File: src/rtl/puf_uart_pkg.sv
// Shared UART definitions for the PUF host link (receiver and transmitter).
package puf_uart_pkg;

  typedef enum logic [2:0] {
    IDLE,
    START,
    DATA,
    STOP,
    BREAK
  } rx_state_t;

  localparam int UART_DATA_BITS       = 8;
  localparam int DEFAULT_CLKS_PER_BIT = 868;

endpackage

File: src/rtl/uart_rx_core.sv
// UART 8N1 byte receiver: 2-FF rx synchroniser, mid-bit sampling FSM, framing-error detect.
module uart_rx_core
  import puf_uart_pkg::*;
#(
  parameter int CLKS_PER_BIT = DEFAULT_CLKS_PER_BIT
) (
  input  logic                      clk,
  input  logic                      reset,
  input  logic                      i_rx,
  output logic [UART_DATA_BITS-1:0] o_byte,
  output logic                      o_byte_valid,
  output logic                      o_frame_err,
  output rx_state_t                 o_state
);

  localparam int CW = $clog2(CLKS_PER_BIT);
  localparam int IW = $clog2(UART_DATA_BITS);
  localparam logic [CW-1:0] FULL_BIT = CW'(CLKS_PER_BIT - 1);
  localparam logic [CW-1:0] HALF_BIT = CW'(CLKS_PER_BIT / 2 - 1);
  localparam logic [IW-1:0] LAST_BIT = IW'(UART_DATA_BITS - 1);

  logic                      r_rx_meta;
  logic                      r_rx_s;
  rx_state_t                 r_state;
  logic [CW-1:0]             r_bit_clk;
  logic [IW-1:0]             r_bit_idx;
  logic [UART_DATA_BITS-1:0] r_data;
  logic                      r_frame_err;

  rx_state_t                 w_state_nx;
  logic [CW-1:0]             w_bit_clk_nx;
  logic [IW-1:0]             w_bit_idx_nx;
  logic [UART_DATA_BITS-1:0] w_data_nx;
  logic                      w_accept;
  logic                      w_ferr;

  always_ff @(posedge clk) begin
    if (!reset) begin
      r_rx_meta   <= 1'b1;
      r_rx_s      <= 1'b1;
      r_state     <= IDLE;
      r_bit_clk   <= '0;
      r_bit_idx   <= '0;
      r_frame_err <= 1'b0;
    end else begin
      r_rx_meta   <= i_rx;
      r_rx_s      <= r_rx_meta;
      r_state     <= w_state_nx;
      r_bit_clk   <= w_bit_clk_nx;
      r_bit_idx   <= w_bit_idx_nx;
      r_frame_err <= w_ferr;
    end
  end

  always_ff @(posedge clk) begin
    r_data <= w_data_nx;
  end

  // Samples are taken mid-bit: START waits half a bit, later states a full bit.
  always_comb begin
    w_state_nx   = r_state;
    w_bit_clk_nx = r_bit_clk + CW'(1);
    w_bit_idx_nx = r_bit_idx;
    w_data_nx    = r_data;
    w_accept     = 1'b0;
    w_ferr       = 1'b0;
    case (r_state)
      IDLE: begin
        w_bit_clk_nx = '0;
        if (!r_rx_s) w_state_nx = START;
      end
      START: begin
        if (r_bit_clk == HALF_BIT) begin
          w_bit_clk_nx = '0;
          w_bit_idx_nx = '0;
          w_state_nx   = r_rx_s ? IDLE : DATA;
        end
      end
      DATA: begin
        if (r_bit_clk == FULL_BIT) begin
          w_bit_clk_nx         = '0;
          w_data_nx[r_bit_idx] = r_rx_s;
          if (r_bit_idx == LAST_BIT) w_state_nx = STOP;
          else w_bit_idx_nx = r_bit_idx + IW'(1);
        end
      end
      STOP: begin
        if (r_bit_clk == FULL_BIT) begin
          w_bit_clk_nx = '0;
          if (r_rx_s) begin
            w_accept   = 1'b1;
            w_state_nx = IDLE;
          end else begin
            w_ferr     = 1'b1;
            w_state_nx = BREAK;
          end
        end
      end
      BREAK: begin
        w_bit_clk_nx = '0;
        if (r_rx_s) w_state_nx = IDLE;
      end
      default: begin
        w_bit_clk_nx = '0;
        w_state_nx   = IDLE;
      end
    endcase
  end

  assign o_byte       = r_data;
  assign o_byte_valid = w_accept;
  assign o_frame_err  = r_frame_err;
  assign o_state      = r_state;

endmodule

File: src/rtl/uart_challenge_rx.sv
// Assembles N/8 UART bytes (MSB byte first) into an N-bit arbiter challenge with
// a one-cycle valid pulse; partial challenges are dropped on framing error or idle timeout.
module uart_challenge_rx
  import puf_uart_pkg::*;
#(
  parameter int N            = 128,
  parameter int CLKS_PER_BIT = DEFAULT_CLKS_PER_BIT,
  parameter int TIMEOUT_CLKS = 1000000
) (
  input  logic                   clk,
  input  logic                   reset,
  input  logic                   rx,
  output logic [N-1:0]           challenge,
  output logic                   challenge_valid,
  output logic                   frame_err,
  output logic [$clog2(N/8)-1:0] byte_cnt,
  output logic                   busy
);

  localparam int NB = N / UART_DATA_BITS;
  localparam int BW = $clog2(NB);
  localparam int TW = $clog2(TIMEOUT_CLKS);
  localparam logic [BW-1:0] LAST_BYTE = BW'(NB - 1);
  localparam logic [TW-1:0] TIMEOUT_LAST = TW'(TIMEOUT_CLKS - 1);

  logic [UART_DATA_BITS-1:0] w_byte;
  logic                      w_byte_valid;
  logic                      w_frame_err;
  rx_state_t                 w_state;
  logic [N-1:0]              w_shift_nx;
  logic                      w_timeout;
  logic                      w_idle_count;

  logic [N-1:0]  r_shift;
  logic [N-1:0]  r_challenge;
  logic          r_valid;
  logic [BW-1:0] r_byte_cnt;
  logic [TW-1:0] r_idle_clk;

  uart_rx_core #(
    .CLKS_PER_BIT(CLKS_PER_BIT)
  ) u_core (
    .clk         (clk),
    .reset       (reset),
    .i_rx        (rx),
    .o_byte      (w_byte),
    .o_byte_valid(w_byte_valid),
    .o_frame_err (w_frame_err),
    .o_state     (w_state)
  );

  assign w_shift_nx   = {r_shift[N-UART_DATA_BITS-1:0], w_byte};
  assign w_idle_count = (w_state == IDLE) && (r_byte_cnt != '0);
  assign w_timeout    = w_idle_count && (r_idle_clk == TIMEOUT_LAST);

  always_ff @(posedge clk) begin
    if (w_byte_valid) r_shift <= w_shift_nx;
  end

  // Accept happens only in STOP and timeout only in IDLE, so the branches never collide.
  always_ff @(posedge clk) begin
    if (!reset) begin
      r_challenge <= '0;
      r_valid     <= 1'b0;
      r_byte_cnt  <= '0;
      r_idle_clk  <= '0;
    end else begin
      r_valid <= 1'b0;
      if (w_byte_valid) begin
        if (r_byte_cnt == LAST_BYTE) begin
          r_challenge <= w_shift_nx;
          r_valid     <= 1'b1;
          r_byte_cnt  <= '0;
        end else begin
          r_byte_cnt <= r_byte_cnt + BW'(1);
        end
      end else if (w_frame_err || w_timeout) begin
        r_byte_cnt <= '0;
      end
      r_idle_clk <= (w_idle_count && !w_timeout) ? r_idle_clk + TW'(1) : '0;
    end
  end

  assign challenge       = r_challenge;
  assign challenge_valid = r_valid;
  assign frame_err       = w_frame_err;
  assign byte_cnt        = r_byte_cnt;
  assign busy            = (w_state != IDLE) || (r_byte_cnt != '0);

endmodule

File: config.mk
export PLATFORM = sky130hd
export DESIGN_NAME = uart_challenge_rx
export DESIGN_NICKNAME = d
export VERILOG_FILES = /design/src/rtl/puf_uart_pkg.sv /design/src/rtl/uart_rx_core.sv /design/src/rtl/uart_challenge_rx.sv
export SDC_FILE = /design/constraint.sdc
export NUM_CORES = 1
export LEC_CHECK = 0
export BUFFER_PORTS_ARGS = -buffer_cell sky130_fd_sc_hd__clkbuf_2
export CAP_MARGIN = 15
export CORE_MARGIN = 1
export CORE_UTILIZATION = 59
export CTS_BUF_LIST = sky130_fd_sc_hd__clkbuf_4
export CTS_CLUSTER_SIZE = 10
export DETAILED_ROUTE_END_ITERATION = 10
export PLACE_DENSITY = 0.8
export SYNTH_ARGS = -nofsm -noshare
export SYNTH_HDL_FRONTEND = slang
export SYNTH_HIERARCHICAL = 1
export SYNTH_SLANG_ARGS = --single-unit
File: constraint.sdc
create_clock -name clk -period 8.1 [get_ports clk]
set_input_delay 1.215 -clock clk [delete_from_list [all_inputs] [get_ports clk]]
set_output_delay 1.215 -clock clk [all_outputs]
set_load 0.05 [all_outputs]
==> impl_summary.txt, run 1 <==
----------------------------------------------------
[Outcome]
  Result of the run ... completed

[Clock tree]
  Library cell used as clock root buffer ... sky130_fd_sc_hd__clkbuf_4
  Cts-stage hold buffer count ... 0
  Buffer levels on the longest clock path ... 3
  PostCTS Resize Cnt ... 0
  CTS tree ... yes
  CTS H-tree lvls ... 3
  Clock latency of the later-clocked register in the worst-skew pair ... 640 ps
  Num Clock Sinks ... 300
  TritonCTS Buffers ... 75
  Number of buffers inserted by post-CTS setup repair ... 0
  Clk pin slew, worst setup/hold paths ... 60 ps

[Pwr]
  Cell leakage power ... between 4 and 5 nW
  Worst vdd ir ... about 0.14 mV
  Cell Pwr Density ... 236 mW/mm2

[STA]
  Crit path setup slack, layout ... 4770 ps
  Final worst path period need ... roughly 3300 ps
  Max Clock Freq ... 300 MHz
  Max Clock Skew ... 22.3 ps
  Final setup TNS ... 0 ps
  Worst Hold Margin ... just over 400 ps
  Normalized max-slew margin ... between 20% and 30%
  Finish-stage setup viols ... 0
  Final worst path period share ... 41.2%
  Unrepaired setup endpoints after global routing ... false
  Worst Max-Slew Pin Slew ... 1120 ps
  Count of final hold-check violations ... 0
  Final number of max-transition violations ... 0

[Route]
  Via density ... 5.16
  Routed wire length per instance ... approximately 15 um
  Met2 wirelength from detailed routing ... 10000 um
  DRC violations left ... 0
  Starting DRC count in detailed routing ... between 600 and 700
  Detailed Route WL ... about 21000 um
  Detailed-routing wirelength on met1 ... between 9000 and 10000 um
  First-pass DRT Iterations ... 5
  Via Count ... roughly 7000
  Detail Route met3 WL ... 1260 um
  Max Used Layer ... met4
  Antenna-violating nets left ... 0

[Placed design]
  Buffers added on ports ... 137
  Routability-driven placement congestion ratio ... 0.785
  Detailed placer's ending HPWL ... about 12000 um
  Worst setup slack before clock tree synthesis ... 4840 ps

[Logic synthesis]
  Synth Area in Compound Gates ... ~10%
  Adder-cell share of the synthesized area ... less than 1%
  Number of flops mapped to enable cells by yosys ... roughly 130
  Combinational family with the most area after synthesis ... simple AND/OR/NAND/NOR gates
  Primary FF master, synth ... sky130_fd_sc_hd__dfxtp_1
  Area share of and/or/nand/nor cells after synthesis ... about 16%
  Mean Syn Cell Area ... roughly 12 um2
  Synthesis Warnings ... 6
  Fraction of the yosys area taken by sequential cells ... a little under 70%
  Async set-or-reset flop fraction in the synthesized netlist ... 0%
  Count of state elements after synthesis ... 300
  Cells after synthesis ... ~930
  Synthesized-area fraction occupied by xor and xnor cells ... roughly 2.1%
  Yosys cell types ... 50
  Post-Syn Nets ... approximately 940
  Post-synthesis cell area ... 0.0107 mm2
  Multiplexer fraction of the synthesized cell area ... less than 1%

[Die]
  Die area ... 0.0187 mm2
  Top-level port count ... 138
  Die H ... ~140 um
  Starting density of the core ... approximately three fifths
  Die boundary width ... roughly 140 um
  Standard-cell row count ... 48
  Total core area ... 0.0175 mm2

[Worst setup path]
  Data arrival time at the worst-slack endpoint ... just under 4000 ps
  CP Max Fanout ... 103
  Required time at the worst-slack endpoint ... between 8000 and 9000 ps
  Worst Setup End Kind ... flop
  Critical path startpoint category ... flop
  Crit path kind ... reg2reg
  Count of cells along the worst register-to-register path ... 10

[Global route]
  Total congestion overflow ... 0
  Via count of the first global-routing pass ... 6875
  Global-route wire length before repair ... 33300 um
  Total track usage ... 22.9%
  Maximum number of pins on one net before global-route repair ... 104
  Antenna violations before repair ... 1

[Min path]
  Number of stages on the worst hold path ... 1
  Worst hold path type ... reg2reg

[Cells and area]
  Net count, final ... approximately 1100
  Layout cell share with drive strength beyond 1 ... 25.3%
  Area grow syn2layout ... 16.7%
  Filler Cell Count ... around 1300

[Run]
  MaxCap Viol Count ... 0

----------------------------------------------------
## critical path: stages (launching register included)
cell	delay, ps
sky130_fd_sc_hd__dfxtp_1	400
sky130_fd_sc_hd__ha_1	230
sky130_fd_sc_hd__nand4_1	180
sky130_fd_sc_hd__nor2_1	210
sky130_fd_sc_hd__nand3_1	170
sky130_fd_sc_hd__nor2_4	130
sky130_fd_sc_hd__inv_1	70
sky130_fd_sc_hd__nor2_4	490
sky130_fd_sc_hd__buf_4	920
sky130_fd_sc_hd__nand2_1	170
sky130_fd_sc_hd__a21boi_0	230
## state kept, by name, indices dropped and copies added, names as in the netlist
register,count
challenge,128
challenge_valid,1
u_core/o_frame_err,1
r_shift,120
u_core/r_rx_meta,1
u_core/r_rx_s,1
u_core/o_byte,8
r_idle_clk,20
u_core/r_bit_idx,3
u_core/r_bit_clk,10
byte_cnt,4
u_core/o_state,3
## layout make-up
type                    count  area, um2  area share (%)
clock buffers             129        968            7.75
multi-input cells         574       3170            25.4
inverters                   8       30.0           0.240
well taps                 225        282            2.25
repair buffers            143        733            5.87
diodes                      1       2.50          0.0200
flip-flops and latches    300       7290            58.3
clock inverters             6       22.5           0.180
## kinds of logic after synthesis
kind of cell    Yosys count
buf+inv                  57
fa+ha+maj                 7
mux                       5
compound gates          142
simple gates            394
flops                   300
xor+xnor                 26
## per-stage QoR
step	std cells	area [um2]	util (%)	total power [mW]
finish	1386	12500	71.3	2.95
global route	1386	12500	71.3	3.07
CTS	1385	12500	71.3	2.98
detailed placement	1250	11500	65.6	1.71
global placement	1250	11500	65.6	1.71
floorplan	931	10700	-	1.69
## synth_stat cells, types with 2 or more instances
cell | number | area share (%)
sky130_fd_sc_hd__nand2_1 | 276 | 9.7
sky130_fd_sc_hd__dfxtp_1 | 172 | 32
sky130_fd_sc_hd__a21boi_0 | 128 | 9.0
sky130_fd_sc_hd__edfxtp_1 | 128 | 36
sky130_fd_sc_hd__nor2_1 | 51 | 1.8
sky130_fd_sc_hd__clkbuf_1 | 25 | 0.88
sky130_fd_sc_hd__nand3_1 | 21 | 0.98
sky130_fd_sc_hd__buf_2 | 20 | 0.93
sky130_fd_sc_hd__xor2_1 | 16 | 1.3
sky130_fd_sc_hd__xnor2_1 | 10 | 0.82
sky130_fd_sc_hd__inv_1 | 8 | 0.28
sky130_fd_sc_hd__ha_1 | 7 | 0.82
sky130_fd_sc_hd__and3_1 | 6 | 0.35
sky130_fd_sc_hd__nand4_1 | 6 | 0.35
sky130_fd_sc_hd__mux2i_1 | 5 | 0.47
sky130_fd_sc_hd__nand2b_1 | 5 | 0.29
sky130_fd_sc_hd__a31oi_1 | 4 | 0.23
sky130_fd_sc_hd__nor3_1 | 4 | 0.19
sky130_fd_sc_hd__buf_6 | 3 | 0.32
sky130_fd_sc_hd__a21oi_1 | 2 | 0.093
sky130_fd_sc_hd__and2_1 | 2 | 0.12
sky130_fd_sc_hd__nor4_4 | 2 | 0.40
sky130_fd_sc_hd__nor4b_1 | 2 | 0.16
sky130_fd_sc_hd__or3_1 | 2 | 0.12
## per-layer routing
metal	global-route usage, %	vias up
met5	0	-
met4	8.58	0
met3	7.04	22
met2	36.0	179
met1	29.9	3404
li1	-	3543
## path summary, 6_finish.rpt
path / startpoint / endpoint / slack (ps)
worst max-delay path: u_core/r_bit_clk[0]$_SDFF_PN0_ / challenge[38]$_SDFFE_PN0P_ / 4770
worst min-delay path: u_core/r_rx_meta$_SDFF_PN1_ / u_core/r_rx_s$_SDFF_PN1_ / 420
worst max register to register: u_core/r_bit_clk[0]$_SDFF_PN0_ / challenge[38]$_SDFFE_PN0P_ / 4770
worst min register to register: u_core/r_rx_meta$_SDFF_PN1_ / u_core/r_rx_s$_SDFF_PN1_ / 420
## cell usage in the layout (no fill, tap or decap), drive strengths merged, types with 9 or more instances in the layout
cell type	n
nor2	52
dfxtp	172
a21boi	128
xnor2	10
clkbuf	265
inv	9
xor2	16
nand2	276
nand3	22
edfxtp	128
## power breakdown
| part | switching [mW] | internal [mW] | total, mW |
|---|---|---|---|
| clock network | 0.564 | 0.711 | 1.28 |
| logic | 0.0598 | 0.0326 | 0.0924 |
| registers | 0.0120 | 1.57 | 1.58 |
(Power assumes the default switching activity.)
==> run 2: changes to the inputs <==
--- a/config.mk
+++ b/config.mk
@@ -8,11 +8,11 @@
 export BUFFER_PORTS_ARGS = -buffer_cell sky130_fd_sc_hd__clkbuf_2
 export CAP_MARGIN = 15
 export CORE_MARGIN = 1
-export CORE_UTILIZATION = 59
+export CORE_UTILIZATION = 54
 export CTS_BUF_LIST = sky130_fd_sc_hd__clkbuf_4
 export CTS_CLUSTER_SIZE = 10
 export DETAILED_ROUTE_END_ITERATION = 10
-export PLACE_DENSITY = 0.8
+export PLACE_DENSITY = 0.77
 export SYNTH_ARGS = -nofsm -noshare
 export SYNTH_HDL_FRONTEND = slang
 export SYNTH_HIERARCHICAL = 1
==> constraint.sdc (replaced) <==
create_clock -name clk -period 2.9 [get_ports clk]
set_input_delay 0.435 -clock clk [delete_from_list [all_inputs] [get_ports clk]]
set_output_delay 0.435 -clock clk [all_outputs]
set_load 0.05 [all_outputs]
==> run 2 against run 1 <==
Against the previous run:
- sequential power rose to 2.8 times the previous value
- via count is 0.50% higher
- cell count grew 2.5%
- combinational power rose to 2.9 times the previous value
- sequential cell count is the same
- power rose to 2.8 times the previous value
==> impl_summary.txt, run 2 (synthesis results as in run 1) <==
----------------------------------------------------
[Outcome]
  Result of the run ... completed

[Clock tree]
  Library cell used as clock root buffer ... sky130_fd_sc_hd__clkbuf_4
  Num Clock Sinks ... 300 (unchanged)
  Clk pin slew, worst setup/hold paths ... 70 ps (about the same)
  Clock latency of the later-clocked register in the worst-skew pair ... 660 ps (+20 ps)
  CTS tree ... yes
  PostCTS Resize Cnt ... 0 (unchanged)
  Buffer levels on the longest clock path ... 3 (unchanged)
  CTS H-tree lvls ... 3 (unchanged)
  Cts-stage hold buffer count ... 1 (+1)
  Number of buffers inserted by post-CTS setup repair ... 0 (unchanged)
  TritonCTS Buffers ... 73 (-2.7%)

[Worst setup path]
  Timing endpoint of the critical path ... challenge[35]$_SDFFE_PN0P_
  Data arrival time at the worst-slack endpoint ... 2980 ps (-910 ps)
  Launching element of the worst setup path ... u_core/r_bit_clk[1]$_SDFF_PN0_
  Required time at the worst-slack endpoint ... 3460 ps (-5190 ps)
  CP Max Fanout ... 129 (+25%)
  Worst Setup End Kind ... flop
  Critical path startpoint category ... flop
  Startpoint of the most critical register-to-register path ... u_core/r_bit_clk[1]$_SDFF_PN0_
  Reg2Reg Capture Point ... challenge[35]$_SDFFE_PN0P_
  R2R setup slack ... 480 ps (-4290 ps)
  Count of cells along the worst register-to-register path ... 10 (unchanged)
  Crit path kind ... reg2reg

[Cells and area]
  Most frequent cells in the layout ... sky130_fd_sc_hd__nand2_1 (276), sky130_fd_sc_hd__dfxtp_1 (170), sky130_fd_sc_hd__clkbuf_2 (136)
  Area grow syn2layout ... 17.4%
  Core occupancy in the finished layout ... 64.6% (-6.7 points)
  Flip-flop count of the largest register after layout ... 128 (unchanged)
  Filler Cell Count ... 1481 (+15%)
  Most common cell after layout, fill and taps aside ... sky130_fd_sc_hd__nand2_1
  Layout cell share with drive strength beyond 1 ... 24.8% (-0.48 points)
  Final instance area ... 0.0126 mm2 (+0.59%)
  Net count, final ... 1111 (-0.090%)
  Fin cells ... 1421 (+2.5%)

[STA]
  Final number of max-transition violations ... 0 (unchanged)
  Final worst path period share ... 83.5% (+42 points)
  Max Clock Skew ... 38.1 ps (+15.8 ps)
  Count of final hold-check violations ... 0 (unchanged)
  Max Clock Freq ... 413 MHz (+38%)
  Crit path setup slack, layout ... 480 ps (-4290 ps)
  Final worst path period need ... 2420 ps (-914 ps)
  Unrepaired setup endpoints after global routing ... false
  Worst Max-Slew Pin Slew ... 833 ps (-290 ps)
  Normalized max-slew margin ... 44.4% (+19 points)
  Finish-stage setup viols ... 0 (unchanged)

[Die]
  Starting density of the core ... 55.0% (-6.0 points)
  Standard-cell row count ... 51 (+6.3%)
  Die boundary width ... 143 um (+4.5%)
  Top-level port count ... 138 (unchanged)
  Die area ... 0.0204 mm2 (+9.1%)
  Die H ... 143 um (+4.5%)
  Total core area ... 0.0195 mm2 (+11%)

[Route]
  Detailed Route WL ... 21100 um (+2.2%)
  Via Count ... 7184 (+0.50%)
  Routed wire length per instance ... 14.9 um (-0.30%)
  First-pass DRT Iterations ... 4 (-1)
  Via density ... 5.06 (-2.0%)
  DRC violations left ... 0 (unchanged)
  Starting DRC count in detailed routing ... 460 (-25%)
  Antenna-violating nets left ... 0 (unchanged)

[Placed design]
  Routability-driven placement congestion ratio ... 0.805 (+2.5%)
  Detailed placer's ending HPWL ... 12600 um (+2.2%)
  Placed insts ... 1290 (+3.2%)
  Buffers added on ports ... 137 (unchanged)
  Cell area after placement ... 0.0116 mm2 (+0.89%)
  Worst setup slack before clock tree synthesis ... 541 ps (-4300 ps)

[Pwr]
  Total design power ... 8.17 mW (+180%)
  Cell Pwr Density ... 649 mW/mm2 (+180%)
  Worst vdd ir ... 0.416 mV (+210%)
  Cell leakage power ... 4.54 nW (-0.12%)

[Global route]
  Via count of the first global-routing pass ... 6793 (-1.2%)
  Total congestion overflow ... 0 (unchanged)
  Antenna violations before repair ... 1 (unchanged)
  Global-route wire length before repair ... 33500 um (+0.58%)
  Total track usage ... 21.1% (-1.8 points)
  Maximum number of pins on one net before global-route repair ... 130 (+25%)

[Min path]
  Worst hold path type ... in2reg

[Run]
  MaxCap Viol Count ... 0 (unchanged)

----------------------------------------------------
[run 2: power by group]
group | internal, mW | switching, mW
Combinational | 0.0938 | 0.171
Sequential | 4.38 | 0.0344
Clock | 1.92 | 1.56
[run 2: cell type report]
type | count | area (um2) | area share (%)
flip-flops and latches | 300 | 7290 | 58.0
multi-input cells | 574 | 3190 | 25.3
clock buffers | 118 | 886 | 7.05
repair buffers | 144 | 781 | 6.21
well taps | 265 | 332 | 2.64
clock inverters | 10 | 63.8 | 0.508
inverters | 8 | 30.0 | 0.239
diodes | 2 | 5.00 | 0.0398
[run 2: worst max-delay path, cell delays in order (launching register included)]
cell and delay, ps:
sky130_fd_sc_hd__dfxtp_2 370, sky130_fd_sc_hd__ha_4 150, sky130_fd_sc_hd__nand4_1 180, sky130_fd_sc_hd__nor2_1 210, sky130_fd_sc_hd__nand3_1 160, sky130_fd_sc_hd__nor2_4 210, sky130_fd_sc_hd__inv_1 90, sky130_fd_sc_hd__nor2_4 130
sky130_fd_sc_hd__buf_12 420, sky130_fd_sc_hd__nand2_1 120, sky130_fd_sc_hd__a21boi_0 200
[run 2: worst min path at each step]
stage / from / to / slack, ps / cells after the start
2_1_floorplan: u_core/r_rx_meta$_SDFF_PN1_ / u_core/r_rx_s$_SDFF_PN1_ / 390 / 1
3_3_place_gp: u_core/r_rx_meta$_SDFF_PN1_ / u_core/r_rx_s$_SDFF_PN1_ / 390 / 1
3_5_place_dp: u_core/r_rx_meta$_SDFF_PN1_ / u_core/r_rx_s$_SDFF_PN1_ / 400 / 1
4_1_cts: reset / challenge[100]$_SDFFE_PN0P_ / 230 / 2
5_1_grt: reset / challenge[100]$_SDFFE_PN0P_ / 260 / 2
6_report: reset / challenge[100]$_SDFFE_PN0P_ / 290 / 2
[run 2: stage by stage]
step	hold slack [ps]	TNS, ps
after CTS	230	0
after global placement	391	0
after floorplan	386	-159460
after global routing	263	0
final	287	0
after detailed placement	402	0
[run 2: metal layers]
metal / part of all wire, % / wire [um] / vias up / track usage, %
met2: 47 / 9880 / 216 / 32.6
met1: 46 / 9610 / 3394 / 28.1
met3: 5.8 / 1220 / 35 / 5.37
met4: 1.9 / 396 / 0 / 9.56
li1: - / - / 3539 / -
met5: 0 / 0 / - / 0
==> run 3: changes to the inputs <==
==> constraint.sdc (replaced) <==
create_clock -name clk -period 2 [get_ports clk]
set_input_delay 0.3 -clock clk [delete_from_list [all_inputs] [get_ports clk]]
set_output_delay 0.3 -clock clk [all_outputs]
set_load 0.05 [all_outputs]
==> run 3 against run 2 <==
Against the previous run:
- utilization increased by 2.3 points
- critical endpoint is now challenge[34]$_SDFFE_PN0P_
- first-iteration DRC count rose by 23%
- largest power group unchanged
- global-route usage grew 0.42 points
==> impl_summary.txt, run 3 (synthesis results as in run 1) <==
----------------------------------------------------
[Outcome]
  Result of the run ... completed

[Min path]
  Worst hold path type ... in2reg
  Min-Delay Startpoint ... reset

[Worst setup path]
  Startpoint of the most critical register-to-register path ... u_core/r_bit_clk[1]$_SDFF_PN0_
  Worst-path cell chain ... ha_4, nand4_1, nor2_2, nand3_2, nor2_4, nand4_1, buf_12, nand2_1, a21boi_0
  Worst Setup End Kind ... flop
  Launching element of the worst setup path ... u_core/r_bit_clk[1]$_SDFF_PN0_
  Crit path kind ... reg2reg
  Critical path's most frequent cell ... sky130_fd_sc_hd__nand4_1
  Required time at the worst-slack endpoint ... 2520 ps (-940 ps)
  Buffers plus inverters on the worst setup path ... 1 (-1)
  CP Max Fanout ... 128 (-0.78%)
  Data arrival time at the worst-slack endpoint ... 2460 ps (-520 ps)
  Longest individual stage delay on the worst path ... 370 ps (-50 ps)
  Critical path startpoint category ... flop
  Worst path slowest cell ... sky130_fd_sc_hd__dfxtp_2
  Top delay family on crit path ... simple AND/OR/NAND/NOR gates

[Die]
  Standard-cell row count ... 51 (unchanged)
  Die area ... 0.0204 mm2 (unchanged)
  Top-level port count ... 138 (unchanged)
  Starting density of the core ... 55.0% (unchanged)
  Die H ... 143 um (unchanged)
  Die boundary width ... 143 um (unchanged)
  Total core area ... 0.0195 mm2 (unchanged)

[Clock tree]
  Clock latency of the later-clocked register in the worst-skew pair ... 690 ps (+30 ps)
  Num Clock Sinks ... 300 (unchanged)
  CTS tree ... yes
  Clk pin slew, worst setup/hold paths ... 70 ps (about the same)
  TritonCTS Buffers ... 74 (+1.4%)
  Buffer levels on the longest clock path ... 3 (unchanged)
  Library cell used as clock root buffer ... sky130_fd_sc_hd__clkbuf_4
  CTS H-tree lvls ... 3 (unchanged)

[Cells and area]
  Fin cells ... 1459 (+2.7%)
  Area grow syn2layout ... 21.6%
  Layout cell share with drive strength beyond 1 ... 27.7% (+2.9 points)
  Sequential cell area ... 0.00729 mm2 (about the same)
  Filler Cell Count ... 1483 (+0.14%)
  Most frequent cells in the layout ... sky130_fd_sc_hd__nand2_1 (275), sky130_fd_sc_hd__dfxtp_1 (167), sky130_fd_sc_hd__clkbuf_2 (135)
  Multi-input combinational cell area ... 0.00323 mm2 (+1.5%)
  Flip-flop count of the largest register after layout ... 128 (unchanged)
  Net count, final ... 1142 (+2.8%)
  Most common cell after layout, fill and taps aside ... sky130_fd_sc_hd__nand2_1
  Final instance area ... 0.0130 mm2 (+3.5%)

[STA]
  Unrepaired setup endpoints after global routing ... true
  Finish-stage setup viols ... 0 (unchanged)
  Final number of max-transition violations ... 0 (unchanged)
  Max Clock Skew ... 54.1 ps (+16.0 ps)
  Final worst path period need ... 1940 ps (-482 ps)
  Worst Max-Slew Pin Slew ... 605 ps (-228 ps)
  Max Clock Freq ... 516 MHz (+25%)
  Normalized max-slew margin ... 59.7% (+15 points)
  Count of final hold-check violations ... 0 (unchanged)
  Worst Hold Margin ... 66.1 ps (-221 ps)
  Final worst path period share ... 96.9% (+13 points)

[Route]
  Detailed Route WL ... 21900 um (+3.9%)
  Starting DRC count in detailed routing ... 567 (+23%)
  Antenna-violating nets left ... 0 (unchanged)
  First-pass DRT Iterations ... 8 (+4)
  Routed wire length per instance ... 15.0 um (+1.2%)
  DRC violations left ... 0 (unchanged)
  Via density ... 5.07 (+0.34%)
  Via Count ... 7401 (+3.0%)

[Pwr]
  Cell Pwr Density ... 935 mW/mm2 (+44%)
  Cell leakage power ... 4.78 nW (+5.2%)
  Worst vdd ir ... 0.576 mV (+38%)

[Global route]
  Total track usage ... 21.5% (+0.42 points)
  Global-route wire length before repair ... 34100 um (+1.8%)
  Via count of the first global-routing pass ... 7102 (+4.5%)
  Total congestion overflow ... 0 (unchanged)
  Antenna violations before repair ... 1 (unchanged)
  Maximum number of pins on one net before global-route repair ... 129 (-0.77%)

[Placed design]
  Routability-driven placement congestion ratio ... 0.774 (-3.8%)
  Buffers added on ports ... 137 (unchanged)
  Placed insts ... 1314 (+1.9%)
  Detailed placer's ending HPWL ... 13600 um (+7.8%)
  Cell area after placement ... 0.0119 mm2 (+2.3%)

[Run]
  MaxCap Viol Count ... 0 (unchanged)

----------------------------------------------------
## run 3: changes by cell type in the layout (fill, tap and decap cells not counted), sizes merged
cell      delta
clkinv       +9
inv          +1
clkbuf       -3
clkinvlp     +1
bufinv       +1
diode        -1
buf         +30
## run 3: path summary, 6_finish.rpt
kind / depth (start not counted) / slack [ps] / endpoint
worst max-delay path: 9 / 60 / challenge[34]$_SDFFE_PN0P_
worst min-delay path: 3 / 70 / u_core/r_bit_idx[2]$_SDFFE_PN0P_
worst max register to register: 9 / 60 / challenge[34]$_SDFFE_PN0P_
worst min register to register: 1 / 410 / u_core/r_rx_s$_SDFF_PN1_
## run 3: layout make-up
class | count | share of cell area, %
tap | 265 | 2.55
sequential | 300 | 56.0
clock inverter | 22 | 1.10
multi-input combinational | 574 | 24.8
inverter | 8 | 0.231
clock buffer | 115 | 6.63
timing repair buffer | 174 | 8.61
antenna | 1 | 0.0192
## run 3: what timing repair did
item / CTS / global route
pin swaps: 0 / 4
hold buffers: 1 / 0
endpoints found under the hold margin: 1 / 0
cloned: 0 / 1
resized for setup: 12 / 12
setup buffers: 0 / 5
endpoints found under the setup margin: 68 / 214
## run 3: per-layer routing
layer,GRT usage (%),share of wire (%)
met2,34.6,48
met5,0,0
met1,27.4,45
met3,5.60,5.8
met4,9.51,1.9
## run 3: metrics by stage
step	setup TNS (ps)	power [mW]	utilization, %	setup slack [ps]
final	0	12.2	66.9	61.9
after global routing	-597	12.7	66.9	-36.2
after detailed placement	-49.9	6.96	61.0	-21.4
after floorplan	-387160	6.86	-	-1870
after global placement	0	6.95	61.0	54.9
after CTS	-55.2	12.3	66.4	-25.5
## run 3: worst min-delay path, delay by kind of cell
| kind | cells | cell delay (ps) |
|---|---|---|
| muxes | 1 | 60 |
| and+or+nand+nor | 1 | 100 |
| buffers and inverters | 1 | 210 |
## run 3: power by group
part           switching [mW]  internal (mW)  leakage (nW)
clock network            2.39           2.89         0.600
logic                   0.295          0.205          1.64
registers              0.0321           6.36          2.54
total                    2.72           9.45          4.78
